[config.mk]
export PLATFORM = sky130hd
export DESIGN_NAME = melody_sequencer
export DESIGN_NICKNAME = d
export VERILOG_FILES = /design/src/rtl/melody_sequencer.sv
export SDC_FILE = /design/constraint.sdc
export NUM_CORES = 1
export LEC_CHECK = 0
export CORE_MARGIN = 3
export CORE_UTILIZATION = 59
export CTS_BUF_LIST = sky130_fd_sc_hd__clkbuf_8 sky130_fd_sc_hd__clkbuf_16
export CTS_CLUSTER_DIAMETER = 150
export DETAILED_ROUTE_END_ITERATION = 16
export GPL_TIMING_DRIVEN = 1
export HOLD_SLACK_MARGIN = 0.05
export PLACE_DENSITY = 0.86
export SLEW_MARGIN = 20
export SYNTH_ARGS = -nofsm -noshare
export SYNTH_HDL_FRONTEND = slang
export SYNTH_SLANG_ARGS = --single-unit
[constraint.sdc]
create_clock -name CLOCK_50 -period 4.4 [get_ports CLOCK_50]
set_input_delay 0.88 -clock CLOCK_50 [delete_from_list [all_inputs] [get_ports CLOCK_50]]
set_output_delay 0.88 -clock CLOCK_50 [all_outputs]
set_load 0.03 [all_outputs]
[src/rtl/melody_sequencer.sv]
`default_nettype none
// ============================================================================
//  Module      : melody_sequencer
//  Description : Steps through a note ROM of {index, duration} entries, times
//                each note in tempo ticks, and drives a one-hot note bus.
//  Revision    : 1.0 - initial release
// ============================================================================
module melody_sequencer #(
  parameter int TICK_DIV  = 2500000,
  parameter int GAP_TICKS = 2,
  parameter int ADDR_W    = 6
) (
  input  logic              CLOCK_50,
  input  logic              reset,
  input  logic              start,
  input  logic              stop,
  input  logic              loop_en,
  input  logic [ADDR_W-1:0] song_len,
  output logic [ADDR_W-1:0] rom_addr,
  input  logic [12:0]       rom_data,
  output logic [31:0]       note_out,
  output logic              playing,
  output logic              done
);

  localparam int c_tick_w = $clog2(TICK_DIV);
  localparam int c_gap_w  = (GAP_TICKS < 2) ? 1 : $clog2(GAP_TICKS + 1);
  localparam logic [c_tick_w-1:0] c_tick_last = c_tick_w'(TICK_DIV - 1);
  localparam logic [c_gap_w-1:0]  c_gap_load  = c_gap_w'(GAP_TICKS);

  typedef enum logic [2:0] {
    S_IDLE  = 3'd0,
    S_FETCH = 3'd1,
    S_LOAD  = 3'd2,
    S_NOTE  = 3'd3,
    S_GAP   = 3'd4
  } state_t;

  state_t              r_state, w_state_nxt;
  logic [ADDR_W-1:0]   r_addr, w_addr_nxt;
  logic [ADDR_W-1:0]   r_len, w_len_nxt;
  logic [31:0]         r_note, w_note_nxt;
  logic                r_done, w_done_nxt;
  logic [7:0]          r_dur, w_dur_nxt;
  logic [c_gap_w-1:0]  r_gap, w_gap_nxt;
  logic [c_tick_w-1:0] r_tick, w_tick_nxt;
  logic                w_tick, w_last, w_advance;
  logic [31:0]         w_note_dec;

  assign w_tick     = (r_tick == c_tick_last);
  assign w_last     = (r_addr == (r_len - ADDR_W'(1)));
  // Indices 30 and 31 are rests: timed like a note but silent.
  assign w_note_dec = (rom_data[12:8] < 5'd30) ? (32'd1 << rom_data[12:8]) : 32'd0;

  always_comb begin
    w_state_nxt = r_state;
    w_addr_nxt  = r_addr;
    w_len_nxt   = r_len;
    w_note_nxt  = r_note;
    w_done_nxt  = 1'b0;
    w_dur_nxt   = r_dur;
    w_gap_nxt   = r_gap;
    w_tick_nxt  = r_tick;
    w_advance   = 1'b0;

    case (r_state)
      S_IDLE: begin
        if (start && !stop && (song_len != '0)) begin
          w_state_nxt = S_FETCH;
          w_addr_nxt  = '0;
          w_len_nxt   = song_len;
        end
      end
      S_FETCH: w_state_nxt = S_LOAD;
      S_LOAD: begin
        if (rom_data[7:0] == 8'd0) begin
          w_advance = 1'b1;
        end else begin
          w_dur_nxt   = rom_data[7:0];
          w_tick_nxt  = '0;
          w_note_nxt  = w_note_dec;
          w_state_nxt = S_NOTE;
        end
      end
      S_NOTE: begin
        if (w_tick) begin
          w_tick_nxt = '0;
          w_dur_nxt  = r_dur - 8'd1;
          if (r_dur == 8'd1) begin
            w_note_nxt = '0;
            if (GAP_TICKS == 0) begin
              w_advance = 1'b1;
            end else begin
              w_gap_nxt   = c_gap_load;
              w_state_nxt = S_GAP;
            end
          end
        end else begin
          w_tick_nxt = r_tick + c_tick_w'(1);
        end
      end
      S_GAP: begin
        if (w_tick) begin
          w_tick_nxt = '0;
          w_gap_nxt  = r_gap - c_gap_w'(1);
          if (r_gap == c_gap_w'(1)) w_advance = 1'b1;
        end else begin
          w_tick_nxt = r_tick + c_tick_w'(1);
        end
      end
      default: w_state_nxt = S_IDLE;
    endcase

    if (w_advance) begin
      if (!w_last) begin
        w_addr_nxt  = r_addr + ADDR_W'(1);
        w_state_nxt = S_FETCH;
      end else if (loop_en) begin
        w_addr_nxt  = '0;
        w_state_nxt = S_FETCH;
      end else begin
        w_addr_nxt  = '0;
        w_done_nxt  = 1'b1;
        w_state_nxt = S_IDLE;
      end
    end

    // Abort overrides everything, including a same-cycle song completion.
    if (stop && (r_state != S_IDLE)) begin
      w_state_nxt = S_IDLE;
      w_note_nxt  = '0;
      w_addr_nxt  = '0;
      w_tick_nxt  = '0;
      w_done_nxt  = 1'b0;
    end
  end

  always_ff @(posedge CLOCK_50 or posedge reset) begin
    if (reset) begin
      r_state <= S_IDLE;
      r_addr  <= '0;
      r_len   <= '0;
      r_note  <= '0;
      r_done  <= 1'b0;
      r_dur   <= '0;
      r_gap   <= '0;
      r_tick  <= '0;
    end else begin
      r_state <= w_state_nxt;
      r_addr  <= w_addr_nxt;
      r_len   <= w_len_nxt;
      r_note  <= w_note_nxt;
      r_done  <= w_done_nxt;
      r_dur   <= w_dur_nxt;
      r_gap   <= w_gap_nxt;
      r_tick  <= w_tick_nxt;
    end
  end

  assign rom_addr = r_addr;
  assign note_out = r_note;
  assign done     = r_done;
  assign playing  = (r_state != S_IDLE);

endmodule
`default_nettype wire

# [Word level (Yosys, flattened, before mapping)]
# Index checks and enable logic that the tools add are counted.
[op_classes] addsub=5 multipliers=0 div_mod_pow=0 n_lt_le_gt_ge=1 eq_ne=20 shift=1 n_mux=39 bitwise_logic=0 n_reduce_logical=22
[op_table] op="$mux 32" count=5
[op_table] op="$mux 22" count=3
[op_table] op="$pmux 32 s2" count=1
[op_table] op="$pmux 22 s2" count=1
[op_table] op="$shl 1x5->32 const A" count=1
[op_table] op="$mux 6" count=5
[op_table] op="$add 22x1->22 const B" count=1
[op_table] op="$eq 22x22->1 const B" count=1
[op_table] op="$mux 3" count=6
[op_table] op="$mux 8" count=2
[op_table] op="$ne 4x4->1 const B" count=4
[op_table] op="$pmux 8 s2" count=1
[op_table] op="$pmux 3 s5" count=1
[op_table] op="$reduce_bool 3->1" count=5
[op_table] op="$ne 3x3->1 const B" count=4
[op_table] op="$mux 1" count=9
[op_table] op="$eq 8x1->1 const B" count=1
[op_table] op="$logic_not 8->1" count=1
[op_table] op="$ne 2x2->1 const B" count=4
[op_table] op="$reduce_and 4->1" count=2
[op_table] op="$sub 8x1->8 const B" count=1
[op_table] op="$add 6x1->6 const B" count=1
[op_table] op="$eq 3x2->1 const B" count=2
[op_table] op="$eq 6x6->1" count=1
[op_table] op="18 further kinds" count=25
[word_totals] regBits=80 latchBits=0 ramBits=0 romBits=0 inputBits=24 wordCells=96 n_memories=0

# [Depth between registers and ports, before layout]
[logic_depth] depth_word=7 mapped_depth=9 mapped_depth_nobuf=8

# [Worst setup path before layout]
# No wires, ideal clock.
[synth_path] kind="input-to-reg" start="input port song_len[5]" end="register r_addr[0], in the netlist rom_addr[0]" arrival_time_ps=2272 t_required_ps=4335 slack_ps=2063 cell_stages=7 cell_sequence="or4_1 o31ai_1 or3_1 buf_2 and3_1 buf_6 mux2_2"
[synth_via] elab_chain_len=4
[synth_rtl] element="start: declaration" line_no="18" text="input logic [ADDR_W-1:0] song_len,"
[synth_rtl] element="$reduce_bool 6->1" line_no="68" text="if (start && !stop && (song_len != '0)) begin"
[synth_rtl] element="$logic_and 1x1->1" line_no="68"
[synth_rtl] element="$reduce_bool 3->1 (no line)"
[synth_rtl] element="$reduce_and 2->1 (no line)"
[synth_rtl] element="end signal: assignment" line_no="150" text="r_addr <= w_addr_nxt;"
[synth_rtl] element="end: declaration" line_no="40" text="logic [ADDR_W-1:0] r_addr, w_addr_nxt;"
# Every way passes these cells.
# A chain may end at the register's enable or synchronous reset.

# [Worst setup path in the final report]
[layout_path] start="register r_tick[0]" end="register r_note[22], in the netlist note_out[22]"
[layout_via] elab_chain_len=3
[layout_rtl] element="start: declaration" line_no="46" text="logic [c_tick_w-1:0] r_tick, w_tick_nxt;"
[layout_rtl] element="start signal: assignment" line_no="156" text="r_tick <= w_tick_nxt;"
[layout_rtl] element="$eq 22x22->1" line_no="50" text="assign w_tick = (r_tick == c_tick_last);"
[layout_rtl] element="$ne 3x3->1 (no line)"
[layout_rtl] element="$reduce_and 4->1 (no line)"
[layout_rtl] element="end signal: assignment" line_no="152" text="r_note <= w_note_nxt;"
[layout_rtl] element="end: declaration" line_no="42" text="logic [31:0] r_note, w_note_nxt;"
# Every way passes these cells.

==> results.md <==
* PortBufs at 63
* Placed cell areas at 0.00510 mm2
* Final WL at 10.1 mm
* First-pass GRT wire length at 17.4 mm
* Clk pwr share at 21.6%
* Num CTS Buffers at 9
* Critical path required time at 4630 ps
* Setup bufs post-CTS at 0
* Post-DP HPWL at 7.36 mm
* Power Dens Cells at 439 mW/mm2
* CP cell instances: ha_1, nand4_2, or4_1, nor2_4, o21ai_4, o21ai_4, buf_4, mux2_4
* Int Power at 1.41 mW
* Inserted Diodes at 0
* Reg clk slew, reported paths at 80 ps
* Warnings, synthesis at 0
* Post-synth top area cell: dfrtp_1
* Gpl congestion at 0.857
* Critical path type: flop to flop
* Vias in the first global route at 3604
* Comb pwr share at 37.8%
* CTS Root Cell: clkbuf_8
* Post-route clock period utilization at 67.0%
* Routed wire per std cell at 16.6 um
* Hold depth at 1
* Data arrival, critical path at 3180 ps
* GRT overflow at 0
* Unrepaired setup endpoints after global routing: no
* Most frequent cells in the layout: dfrtp_1 (80), clkdlybuf4s50_1 (63), nor2_1 (58)
* Vias/cell at 6.08
* Post-synth EDFFs at 0
* Area Overhead vs Synth at 19.4%
* Mapped Area at 0.00443 mm2
* Sw Ratio at 39.2%
* Initial Utilization at 63.1%
* # IOs at 64
* Hold/Removal Path Class: flop to flop
* Final Cell Area at 0.00529 mm2
* Sequential area share after synthesis at 45.2%
* Syn Area/Cell at 9.90 um2
* Register-to-Register Path Depth at 8
* Slew Viols, Final at 0
* Largest net degree at the start of global routing at 34
* Final Hold Viols at 0
* Die area at 0.00858 mm2
* Slowest CP cell: or4_1
* Max-Cap Viols at 0
* Core Region at 0.00702 mm2
* CTS Buffer Depth at 2
* Most Frequent Cell on Critical Path: o21ai_4
* Syn nets at 477
* Fillers at 475
* Main synth FF type: dfrtp_1
* Share of cells above drive strength 1 at 15.2%
* Nets@finish at 537
* Total Routing Usage GR at 25.2%
* CP max stage delay at 610 ps
* Max transition margin at 34.9%
* Chip width at 92.6 um
* Final worst setup slack at 1450 ps
* TritonRoute pass-1 iters at 4
* Skew final at 9.93 ps
* P_leak at 2.30 nW
* Initial antenna violation count at 0
* Final ANT Viol Nets at 0
* Commonest non-fill, non-tap cell in the layout: dfrtp_1
* Die height at 92.6 um
* CTS tree: yes
* Via count at 3697
* DRC violations left at 0
* Setup TNS at 0 ps
* Worst vdd ir at 0.249 mV
* Post-Place Setup Slack at 1200 ps
* CP Launch Type: flop
* Max Clock Freq at 0.339 GHz
* Yosys cell types at 62
* CTS Sinks at 80
* Slew of the pin with the lowest slew margin at 976 ps
* Post-Synthesis Cells at 447
* Gates resized, CTS repair at 0
* Switching power at 0.910 mW
* Status: completed
* Skew-Pair Late Insertion Delay at 350 ps
* 1st-iter DRT viols at 271
* Total power at 2.32 mW
* Worst setup EP type: flop
* Post-synth top area share at 45.2%
* Row count at 30
* Post-CTS Hold Buffers at 0
* Synth top area cells: dfrtp_1 (45%), mux2_4 (9.5%), nor2_1 (4.9%), o21ai_0 (4.7%), nand2_1 (2.7%)
* Async S/R FF share, synth at 100%
* Sequential Power Share at 40.7%
* Period minus WS final at 2950 ps
* FF+latch count, synth at 80
* Max Fanout on Critical Path at 30
* Endpoints failing setup at 0
* Htree depth at 3
[layer usage]
layer  part of all wire, %  up-vias  wire length [um]  global-route usage (%)
met1                    44     1837              4390                    33.1
li1                      -     1728                 -                       -
met3                   5.0       14               502                    4.63
met2                    50      118              5040                    42.2
met4                   1.4        0               142                    8.30
met5                     0        -                 0                       0
[path summary, 6_finish.rpt]
check,from,endpoint,slack (ps)
max,r_tick[0]$_DFFE_PP0P_,note_out[22]$_DFFE_PP0P_,1450
min,r_gap[0]$_DFFE_PP0P_,r_gap[0]$_DFFE_PP0P_,490
max reg2reg,r_tick[0]$_DFFE_PP0P_,note_out[22]$_DFFE_PP0P_,1450
min reg2reg,r_gap[0]$_DFFE_PP0P_,r_gap[0]$_DFFE_PP0P_,490
max in group asynchronous,reset,r_dur[7]$_DFFE_PP0P_,2670
min in group asynchronous,reset,note_out[12]$_DFFE_PP0P_,890
[state kept, by name (all words and copies together), names as in the netlist]
signal,count
done,1
note_out,32
r_dur,8
r_gap,2
r_len,6
r_state,3
r_tick,22
rom_addr,6
[power by group through the flow]
stage / registers [mW] / logic (mW) / clock network (mW)
4_1_cts: 0.942 / 0.873 / 0.506
6_report: 0.944 / 0.876 / 0.501
2_1_floorplan: 0.951 / 0.675 / 0
5_1_grt: 0.960 / 0.962 / 0.541
3_5_place_dp: 0.957 / 0.871 / 0
3_3_place_gp: 0.947 / 0.839 / 0
[cell families after synthesis]
| kind of cell | synth area share [%] |
|---|---|
| DFF | 45.2 |
| AOI/OAI and AO/OA | 13.8 |
| and+or+nand+nor | 21.5 |
| adders and majority gates | 1.70 |
| muxes | 11.5 |
| buffers and inverters | 3.67 |
| xor gates and xnor gates | 2.57 |
[through the flow]
stage	instances	util (%)	hold slack (ps)
2_1_floorplan	447	-	437
3_3_place_gp	592	72.7	462
3_5_place_dp	592	72.7	478
4_1_cts	608	75.3	488
5_1_grt	608	75.3	504
6_report	608	75.3	489
[cell type report]
type | count | area (um2) | area share, %
Clock buffer | 10 | 138 | 2.60
Inverter | 12 | 45.0 | 0.852
Timing Repair Buffer | 69 | 676 | 12.8
Tap cell | 96 | 120 | 2.27
Clock inverter | 6 | 43.8 | 0.828
Multi-Input combinational cell | 335 | 2260 | 42.8
Sequential cell | 80 | 2000 | 37.9
[worst max-delay path: cells and delay by family (launching register included)]
kind	cells	cell delay [ps]
adders and majority gates	1	240
muxes	1	350
buffers and inverters	1	470
AOI/OAI and AO/OA	2	330
DFF	1	400
and+or+nand+nor	3	1030
[cell usage after synthesis, types with 2 or more instances]
library cell and number:
or2_2 3, xor2_1 9, o31ai_1 4, o22a_1 2, nand2b_1 8, a22oi_1 2
buf_6 5, mux2_4 28, and2_1 2, a22o_2 2, xnor2_1 4, ha_1 6
nor2_1 58, a41oi_1 2, a21oi_1 20, dfrtp_1 80, nor3_1 13, nor4_1 10
and3_1 8, or4_1 3, buf_1 4, a31oi_1 5, inv_1 12, o21ai_4 2
clkbuf_1 7, o21bai_1 2, or3_1 4, nor3b_1 4, nor2b_1 4, nand2_1 32
nand3_1 13, o21ai_0 42, nand4_1 7, a21o_2 2, buf_2 4, mux2_2 7
nand3b_1 2
Note: power is estimated with default switching activity, not from simulation.
